$ cat config.mk
export PLATFORM = sky130hd
export DESIGN_NAME = pci_bus_arbiter
export DESIGN_NICKNAME = d
export VERILOG_FILES = /design/src/rtl/pci_pkg.sv /design/src/rtl/pci_bus_arbiter_rr_pick.sv /design/src/rtl/pci_bus_arbiter.sv
export SDC_FILE = /design/constraint.sdc
export NUM_CORES = 1
export LEC_CHECK = 0
export CAP_MARGIN = 20
export CORE_MARGIN = 2
export CORE_UTILIZATION = 47
export DETAILED_ROUTE_END_ITERATION = 10
export PLACE_DENSITY = 0.69
export SYNTH_ARGS = -nofsm -noshare
export SYNTH_HDL_FRONTEND = slang
export SYNTH_HIERARCHICAL = 1
export SYNTH_SLANG_ARGS = --single-unit
$ cat constraint.sdc
create_clock -name clk -period 2.95 [get_ports clk]
set_clock_uncertainty 0.15 [all_clocks]
set_input_delay 0.885 -clock clk [delete_from_list [all_inputs] [get_ports clk]]
set_output_delay 0.885 -clock clk [all_outputs]
set_load 0.02 [all_outputs]
$ cat src/rtl/pci_pkg.sv
// Shared types and constants for the PCI target-bus arbiter.
package pci_pkg;

  typedef enum logic [1:0] {
    IDLE  = 2'd0,
    GRANT = 2'd1,
    BUSY  = 2'd2,
    TURN  = 2'd3
  } arb_state_t;

  // C/BE bus command encodings seen on the RAM target bus
  localparam logic [3:0] CMD_IO_READ   = 4'b0010;
  localparam logic [3:0] CMD_IO_WRITE  = 4'b0011;
  localparam logic [3:0] CMD_MEM_READ  = 4'b0110;
  localparam logic [3:0] CMD_MEM_WRITE = 4'b0111;

  localparam int DEF_START_TMO = 16;
  localparam int DEF_MAX_BURST = 32;

  function automatic int max_int(input int a, input int b);
    return (a > b) ? a : b;
  endfunction

endpackage

$ cat src/rtl/pci_bus_arbiter_rr_pick.sv
// Combinational round-robin picker: first active request at or after ptr, wrapping.
module rr_pick #(
  parameter int N  = 4,
  parameter int IW = $clog2(N)
) (
  input  logic [N-1:0]  req,
  input  logic [IW-1:0] ptr,
  output logic [N-1:0]  onehot,
  output logic [IW-1:0] idx,
  output logic          any
);

  logic [IW-1:0] cand;
  logic          found;

  always_comb begin
    onehot = '0;
    idx    = '0;
    found  = 1'b0;
    cand   = '0;
    for (int off = 0; off < N; off++) begin
      cand = IW'((int'(ptr) + off) % N);
      if (!found && req[cand]) begin
        found        = 1'b1;
        onehot[cand] = 1'b1;
        idx          = cand;
      end
    end
  end

  assign any = found;

endmodule

$ cat src/rtl/pci_bus_arbiter.sv
// Round-robin bus arbiter with start timeout and burst-latency preemption.
// Optional bus parking on the last owner when PCI_ARB_PARK_EN is defined.
module pci_bus_arbiter
  import pci_pkg::*;
#(
  parameter int NUM_REQ   = 4,
  parameter int START_TMO = DEF_START_TMO,
  parameter int MAX_BURST = DEF_MAX_BURST
) (
  input  logic                       clk,
  input  logic                       rst,
  input  logic [NUM_REQ-1:0]         req_n,
  input  logic                       frame,
  output logic [NUM_REQ-1:0]         gnt_n,
  output logic [$clog2(NUM_REQ)-1:0] owner,
  output logic                       owner_vld,
  output logic                       bus_busy,
  output logic                       tmo_err
);

  localparam int IW    = $clog2(NUM_REQ);
  localparam int CNT_W = $clog2(max_int(START_TMO, MAX_BURST) + 1);

  arb_state_t         state;
  logic [IW-1:0]      rr_ptr;
  logic [CNT_W-1:0]   start_cnt;
  logic [CNT_W-1:0]   burst_cnt;
  logic [CNT_W-1:0]   start_nxt;
  logic [CNT_W-1:0]   burst_nxt;
  logic [NUM_REQ-1:0] win_onehot;
  logic [IW-1:0]      win_idx;
  logic               win_any;
  logic               other_req;

  function automatic logic [IW-1:0] next_ptr(input logic [IW-1:0] cur);
    return (int'(cur) == NUM_REQ - 1) ? '0 : cur + 1'b1;
  endfunction

  rr_pick #(.N(NUM_REQ), .IW(IW)) u_pick (
    .req    (~req_n),
    .ptr    (rr_ptr),
    .onehot (win_onehot),
    .idx    (win_idx),
    .any    (win_any)
  );

  assign start_nxt = start_cnt + 1'b1;
  assign burst_nxt = (burst_cnt >= CNT_W'(MAX_BURST)) ? burst_cnt : burst_cnt + 1'b1;
  // The owner's own request is ignored when deciding whether to preempt
  assign other_req = |(~req_n & ~(NUM_REQ'(1) << owner));

  always_ff @(posedge clk or negedge rst) begin
    if (!rst) begin
      state     <= IDLE;
      gnt_n     <= '1;
      owner     <= '0;
      owner_vld <= 1'b0;
      bus_busy  <= 1'b0;
      tmo_err   <= 1'b0;
      rr_ptr    <= '0;
      start_cnt <= '0;
      burst_cnt <= '0;
    end else begin
      tmo_err <= 1'b0;
      case (state)
        IDLE: begin
          // A frame seen here belongs to an ungranted (or parked) master
          if (!frame) begin
            state     <= BUSY;
            owner_vld <= 1'b1;
            bus_busy  <= 1'b1;
            burst_cnt <= '0;
          end else if (win_any) begin
`ifdef PCI_ARB_PARK_EN
            if (gnt_n != '1 && win_idx != owner) begin
              gnt_n     <= '1;
              owner_vld <= 1'b0;
            end else
`endif
            begin
              gnt_n     <= ~win_onehot;
              owner     <= win_idx;
              owner_vld <= 1'b1;
              start_cnt <= '0;
              state     <= GRANT;
            end
          end
`ifdef PCI_ARB_PARK_EN
          else begin
            gnt_n     <= ~(NUM_REQ'(1) << owner);
            owner_vld <= 1'b1;
          end
`endif
        end
        GRANT: begin
          if (!frame) begin
            state     <= BUSY;
            bus_busy  <= 1'b1;
            burst_cnt <= '0;
          end else if (req_n[owner]) begin
            state     <= IDLE;
            gnt_n     <= '1;
            owner_vld <= 1'b0;
          end else if (start_nxt >= CNT_W'(START_TMO)) begin
            state     <= IDLE;
            gnt_n     <= '1;
            owner_vld <= 1'b0;
            tmo_err   <= 1'b1;
            rr_ptr    <= next_ptr(owner);
          end else begin
            start_cnt <= start_nxt;
          end
        end
        BUSY: begin
          if (frame) begin
            state     <= TURN;
            gnt_n     <= '1;
            owner_vld <= 1'b0;
            rr_ptr    <= next_ptr(owner);
          end else begin
            burst_cnt <= burst_nxt;
            if (burst_nxt >= CNT_W'(MAX_BURST) && other_req)
              gnt_n[owner] <= 1'b1;
          end
        end
        TURN: begin
          state    <= IDLE;
          bus_busy <= 1'b0;
        end
        default: state <= IDLE;
      endcase
    end
  end

endmodule

# == Word-level counts from Yosys, hierarchy flattened ==
# Cells that the tools add are included.
# classes
n_bitwise,8
reduce_logical,28
n_lt_le_gt_ge,13
shift,1
mux,76
eq_ne,17
n_addsub,6
# ops
op,count
6-bit 2-to-1 mux,8
4-bit 2-to-1 mux,11
2-bit 2-to-1 mux,15
1-bit 2-to-1 mux,25
6-bit case mux with 2 select lines,2
2-bit inequality test (second input constant),8
4-bit bitwise OR,4
2-bit by 3-bit < comparator with 1-bit output (second input constant),5
6-bit by 1-bit adder with 6-bit output (second input constant),2
6-bit greater-or-equal comparator (second input constant),2
4-bit NOT,3
4-bit case mux with 3 select lines,1
6-bit AND reduction,2
1-bit binary-select mux with 2-bit select,5
1-bit demux with 2-bit select,5
2-bit by 1-bit greater-or-equal comparator with 1-bit output (second input constant),5
5-bit AND reduction,2
1-bit logical AND,9
3-bit AND reduction,3
2-bit case mux with 4 select lines,1
2-bit nonzero test,4
6-bit by 5-bit greater-or-equal comparator with 1-bit output (second input constant),1
3-bit inequality test (second input constant),2
2-bit by 1-bit adder with 2-bit output (second input constant),2
17 further kinds,22
# word_totals
ff_bits,25
elab_cells,158
inputBits,7

# == Longest topological paths before layout ==
# Gate-level depths: netlist of run 1.
# logic_depth
depth_word,17
mapped_depth,12
ltp_nobuf,10

# == Modules after synthesis ==
# The synthesis of run 1 kept the hierarchy.
# modules_own_cells
mod,seq_area_each_um2,cells_per_inst,instances,area_per_inst_um2
pci_bus_arbiter,630.6,147,1,1481.4
rr_pick,0.0,45,1,422.9

# == Worst setup path before layout of run 1 ==
# No wires, ideal clock.
# synth_path
path_kind,input -> register
from,in req_n[2]
to,reg gnt_n[0]
n_path_buf,0
cell_stages,9
slack_ps,-69
setup_ps,82
t_arrival_ps,2787
cell_sequence,inv_1 mux4_1 nor3_1 nand2b_1 nand2b_1 o21ai_0 nor2_1 o211ai_1 mux2_2
# synth_via
word_cells_on_any_way,41
# synth_rtl
element,line_no,rtl
from (decl),pci_bus_arbiter.sv:12,"input logic [NUM_REQ-1:0] req_n,"
4-bit NOT *,pci_bus_arbiter.sv:40,".req (~req_n),"
1-bit binary-select mux with 2-bit select,pci_bus_arbiter_rr_pick.sv:23,if (!found && req[cand]) begin
1-bit 2-to-1 mux (not written as such),pci_bus_arbiter_rr_pick.sv:23,
1-bit 2-to-1 mux,pci_bus_arbiter_rr_pick.sv:23,
1-bit zero test,pci_bus_arbiter_rr_pick.sv:23,
1-bit logical AND,pci_bus_arbiter_rr_pick.sv:23,
1-bit 2-to-1 mux,pci_bus_arbiter_rr_pick.sv:23,
1-bit zero test,pci_bus_arbiter_rr_pick.sv:23,
1-bit logical AND,pci_bus_arbiter_rr_pick.sv:23,
1-bit 2-to-1 mux,pci_bus_arbiter_rr_pick.sv:23,
1-bit zero test,pci_bus_arbiter_rr_pick.sv:23,
1-bit logical AND,pci_bus_arbiter_rr_pick.sv:23,
1-bit 2-to-1 mux *,pci_bus_arbiter_rr_pick.sv:23,
net win_any,pci_bus_arbiter.sv:32,logic win_any;
2-bit by 1-bit inequality test with 1-bit output (no source line) *,-,
6-bit AND reduction (no source line) *,-,
to (signal assigned),pci_bus_arbiter.sv:81,gnt_n <= ~win_onehot;
to (decl),pci_bus_arbiter.sv:14,"output logic [NUM_REQ-1:0] gnt_n,"
# Mark *: on every way through the listed nets, which the timed path passes. The rest lies on a longest branch. The select of a mux whose other input is x is not followed.
# A chain may end at the register's enable or synchronous reset.

# == Worst setup path in the final report of run 1 ==
# layout_path
from,in req_n[3]
to,reg gnt_n[3]
# layout_via
elab_chain_cells,17
word_cells_on_any_way,41
# layout_rtl
element,line_no,rtl
4-bit NOT *,pci_bus_arbiter.sv:40,
1-bit binary-select mux with 2-bit select,pci_bus_arbiter_rr_pick.sv:23,
1-bit 2-to-1 mux (not written as such),pci_bus_arbiter_rr_pick.sv:23,
1-bit 2-to-1 mux,pci_bus_arbiter_rr_pick.sv:23,
1-bit zero test,pci_bus_arbiter_rr_pick.sv:23,
1-bit logical AND,pci_bus_arbiter_rr_pick.sv:23,
1-bit 2-to-1 mux,pci_bus_arbiter_rr_pick.sv:23,
1-bit zero test,pci_bus_arbiter_rr_pick.sv:23,
(+2 left out),-,
1-bit zero test,pci_bus_arbiter_rr_pick.sv:23,
1-bit logical AND,pci_bus_arbiter_rr_pick.sv:23,
4-bit 2-to-1 mux *,pci_bus_arbiter_rr_pick.sv:23,
net win_onehot[3],pci_bus_arbiter.sv:30,logic [NUM_REQ-1:0] win_onehot;
4-bit NOT *,pci_bus_arbiter.sv:81,
4-bit 2-to-1 mux *,pci_bus_arbiter.sv:73,end else if (win_any) begin
4-bit 2-to-1 mux *,pci_bus_arbiter.sv:68,if (!frame) begin
4-bit case mux with 3 select lines *,pci_bus_arbiter.sv:65,case (state)
# Marked as above.

==> flow_metrics.env, run 1 <==
export IMPL_status="finished, final reports clean"
export IMPL_synth_avg_cell_area_um2=9.92
export IMPL_path_buf_inv=3
export IMPL_nets=253
export IMPL_worst_slack_ns=0.0550
export IMPL_drive_gt1_share_pct=25.9
export IMPL_crit_chain="clkdlybuf4s15_1 -> inv_2 -> mux4_2 -> buf_6 -> nor4b_4 -> a22oi_1 -> o21ai_1 -> o22ai_1 -> mux2_4"
export IMPL_cts_reportedPaths_clkPinSlew_ns=0.09
export IMPL_cp_start_kind="primary input"
export IMPL_rsz0062_at_grt="no"
export IMPL_power_internal_mw=1.40
export IMPL_ys_ff_latch=25
export IMPL_drt_iter0_drc=98
export IMPL_synth_cell_type_count=44
export IMPL_setup_tns_final_ns=0
export IMPL_root_buffer="clkbuf_8"
export IMPL_min_from="owner_vld"
export IMPL_drc_errors=0
export IMPL_synthCells=192
export IMPL_grt_overflow_total=0
export IMPL_cts_tree="yes"
export IMPL_dr_pass1_iters=4
export IMPL_fin_crit_sh_pct=98.1
export IMPL_clkLatencyLatePin_ns=0.27
export IMPL_synth_commonest_cells="dfrtp_1, ha_1, inv_1, nor2_1, o21ai_0"
export IMPL_die_y_um=67.7
export IMPL_finalSetupViolCount=0
export IMPL_dp_hpwl_mm=3.09
export IMPL_fillCellCount=310
export IMPL_swShare_pct=43.7
export IMPL_cap_violations=0
export IMPL_critPathTopFamily="multiplexers"
export IMPL_power_density_nw_per_um2=1070
export IMPL_cts_sinks=25
export IMPL_design_core_area_um2=3940
export IMPL_yosysWarnings=6
export IMPL_crit_type="in2reg"
export IMPL_cts_buffers=3
export IMPL_arrival_ns=2.94
export IMPL_grt_max_degree=26
export IMPL_hold_path_class="reg2reg"
export IMPL_wl_mm=4.03
export IMPL_clockBufferDepth=2
export IMPL_p_switching_mw=1.09
export IMPL_synthFlopType="dfrtp_1"
export IMPL_grt_pass1_vias=1620
export IMPL_antenna_left=0
export IMPL_finalHoldViolations=0
export IMPL_htreeDepth=1
export IMPL_seqPwrFrac_pct=25.0
export IMPL_syn_nets=216
export IMPL_final_util_pct=58.9
export IMPL_yosysTopAreaCell="dfrtp_1"
export IMPL_worstHoldPathCells=2
export IMPL_yosysMostFrequentCell="dfrtp_1"
export IMPL_r2r_end="gnt_n[3]"
export IMPL_area_growth_pct=21.9
export IMPL_synth_edf_count=0
export IMPL_dpl_cell_count=270
export IMPL_viasPerCell=5.69
export IMPL_p_clk_share_pct=8.1
export IMPL_place_gp_congestion=0.787
export IMPL_p_leak_nw=1.03
export IMPL_vias=1582
export IMPL_ir_drop_mv=0.637
export IMPL_worst_hold_slack_ns=0.377
export IMPL_crit_fanout=5
export IMPL_synth_top_area_share_pct=27.6
export IMPL_die_x_um=67.7
export IMPL_cp_data_required_time_ns=2.99
export IMPL_finalCriticalPeriod_ns=2.89
export IMPL_ys_async_sr_fraction_pct=100
export IMPL_grt_util_all_layers_pct=20.7
export IMPL_rrSetupSlack_ns=0.25
export IMPL_synthTopCellsByArea="dfrtp_1, ha_1, mux2_2"
export IMPL_fmax_ghz=0.345
export IMPL_max_stage_delay_ns=0.51
export IMPL_portBuffers=15
export IMPL_finalNonFillerCells=278
export IMPL_reg2reg_from="rr_ptr[1]"
export IMPL_r2r_cells=9
export IMPL_grt_pass1_wl_mm=7.12
export IMPL_pre_cts_ws_ns=-0.551
export IMPL_diodes=0
export IMPL_p_comb_share_pct=66.8
export IMPL_rows=23
export IMPL_slowest_stage="mux4_2"
export IMPL_io_pins=16
export IMPL_holdPathEnd="owner_vld"
export IMPL_critPathCaptureType="flop"
export IMPL_die_area_um2=4580
export IMPL_slew_viol_final=0
export IMPL_slew_headroom_pct=61.8
export IMPL_start_util_pct=48.3
export IMPL_antenna_found_initial=0
export IMPL_wl_per_cell_um=14.5
export IMPL_synth_area_um2=1900
export IMPL_worst_slew_pin_slew_ns=0.568
export IMPL_synth_seq_area_share_pct=33.1
kinds of logic after synthesis:
kind of cell	count (synthesis)	share of synthesized area, %
compound gates	50	17.7
xor+xnor	4	1.84
fa+ha+maj	17	11.2
buf+inv	22	5.12
flops	25	33.1
mux	19	14.5
simple gates	55	16.5
layout by cell type (no fill, tap or decap), types with 6 or more instances in the layout:
cell / count
buf_4: 21
inv_1: 11
mux2_2: 9
dfrtp_1: 21
a22oi_1: 8
ha_1: 17
nor2_1: 14
o22ai_1: 6
o21ai_0: 9
clkdlybuf4s50_1: 11
a21oi_1: 6
nand2_1: 6
flip-flops by register name (all words and copies together) (netlist names):
register,cells
bus_busy,1
rr_ptr,2
tmo_err,1
state,2
gnt_n,4
start_cnt,6
owner_vld,1
owner,2
burst_cnt,6
per-layer routing:
layer / global-route usage (%) / vias to the layer above / part of all wire (%) / routed length, um
met5: 0 / - / 0 / 0
met2: 33.0 / 36 / 47 / 1890
met3: 3.83 / 10 / 3.1 / 125
li1: - / 788 / - / -
met4: 9.18 / 0 / 2.6 / 106
met1: 27.2 / 748 / 47 / 1910
how the worst max path moves through the flow:
stage                     startpoint  depth (start not counted)  slack (ns)        to
after detailed placement    req_n[1]                         10       -0.55  gnt_n[3]
final                       req_n[3]                          9        0.06  gnt_n[3]
after global routing        req_n[3]                          9       0.002  gnt_n[3]
after floorplan             req_n[2]                         10        0.03  gnt_n[0]
after CTS                   req_n[1]                          9        0.07  gnt_n[3]
after global placement      req_n[3]                         10       -0.43  gnt_n[1]
worst register-to-register path: stages, from the launching register on:
cell and delay, ns:
dfrtp_1 0.36, inv_1 0.08, ha_1 0.37, mux4_2 0.37, buf_6 0.16, nor4b_4 0.40
a22oi_1 0.15, o21ai_1 0.17, o22ai_1 0.12, mux2_4 0.29
power groups by stage:
stage	sequential [mW]	clock (mW)	combinational (mW)
finish	0.622	0.202	1.66
global route	0.648	0.222	1.82
CTS	0.622	0.206	1.62
detailed placement	0.628	0	1.52
global placement	0.620	0	1.46
floorplan	0.684	0	1.01
stage by stage:
stage               cell area, um^2  total power [mW]
floorplan                      1900              1.69
global placement               2230              2.08
detailed placement             2230              2.14
CTS                            2320              2.45
global route                   2320              2.69
finish                         2320              2.48
timing repair:
action / 4_1_cts / 5_1_grt
buffers inserted: 4 / 0
pin swaps: 4 / 4
resized for setup: 16 / 9
hold buffers: 0 / 0
setup endpoints to repair: 9 / 4
cell type report:
type | instances | area [um^2] | area share, %
Multi-Input combinational cell | 145 | 1190 | 51.5
Tap cell | 50 | 62.6 | 2.70
Sequential cell | 25 | 631 | 27.2
Timing Repair Buffer | 39 | 332 | 14.3
Clock buffer | 4 | 45.0 | 1.94
Inverter | 15 | 56.3 | 2.43
Power figures use the tool's default switching activity.
==> run 2, diff against run 1 <==
--- a/config.mk
+++ b/config.mk
@@ -8,6 +8,7 @@
 export CAP_MARGIN = 20
 export CORE_MARGIN = 2
 export CORE_UTILIZATION = 47
+export CTS_CLUSTER_DIAMETER = 30
 export DETAILED_ROUTE_END_ITERATION = 10
 export PLACE_DENSITY = 0.69
 export SYNTH_ARGS = -nofsm -noshare
==> results of run 2 <==
The final DEF is identical to that of run 1; final timing and power are the same.
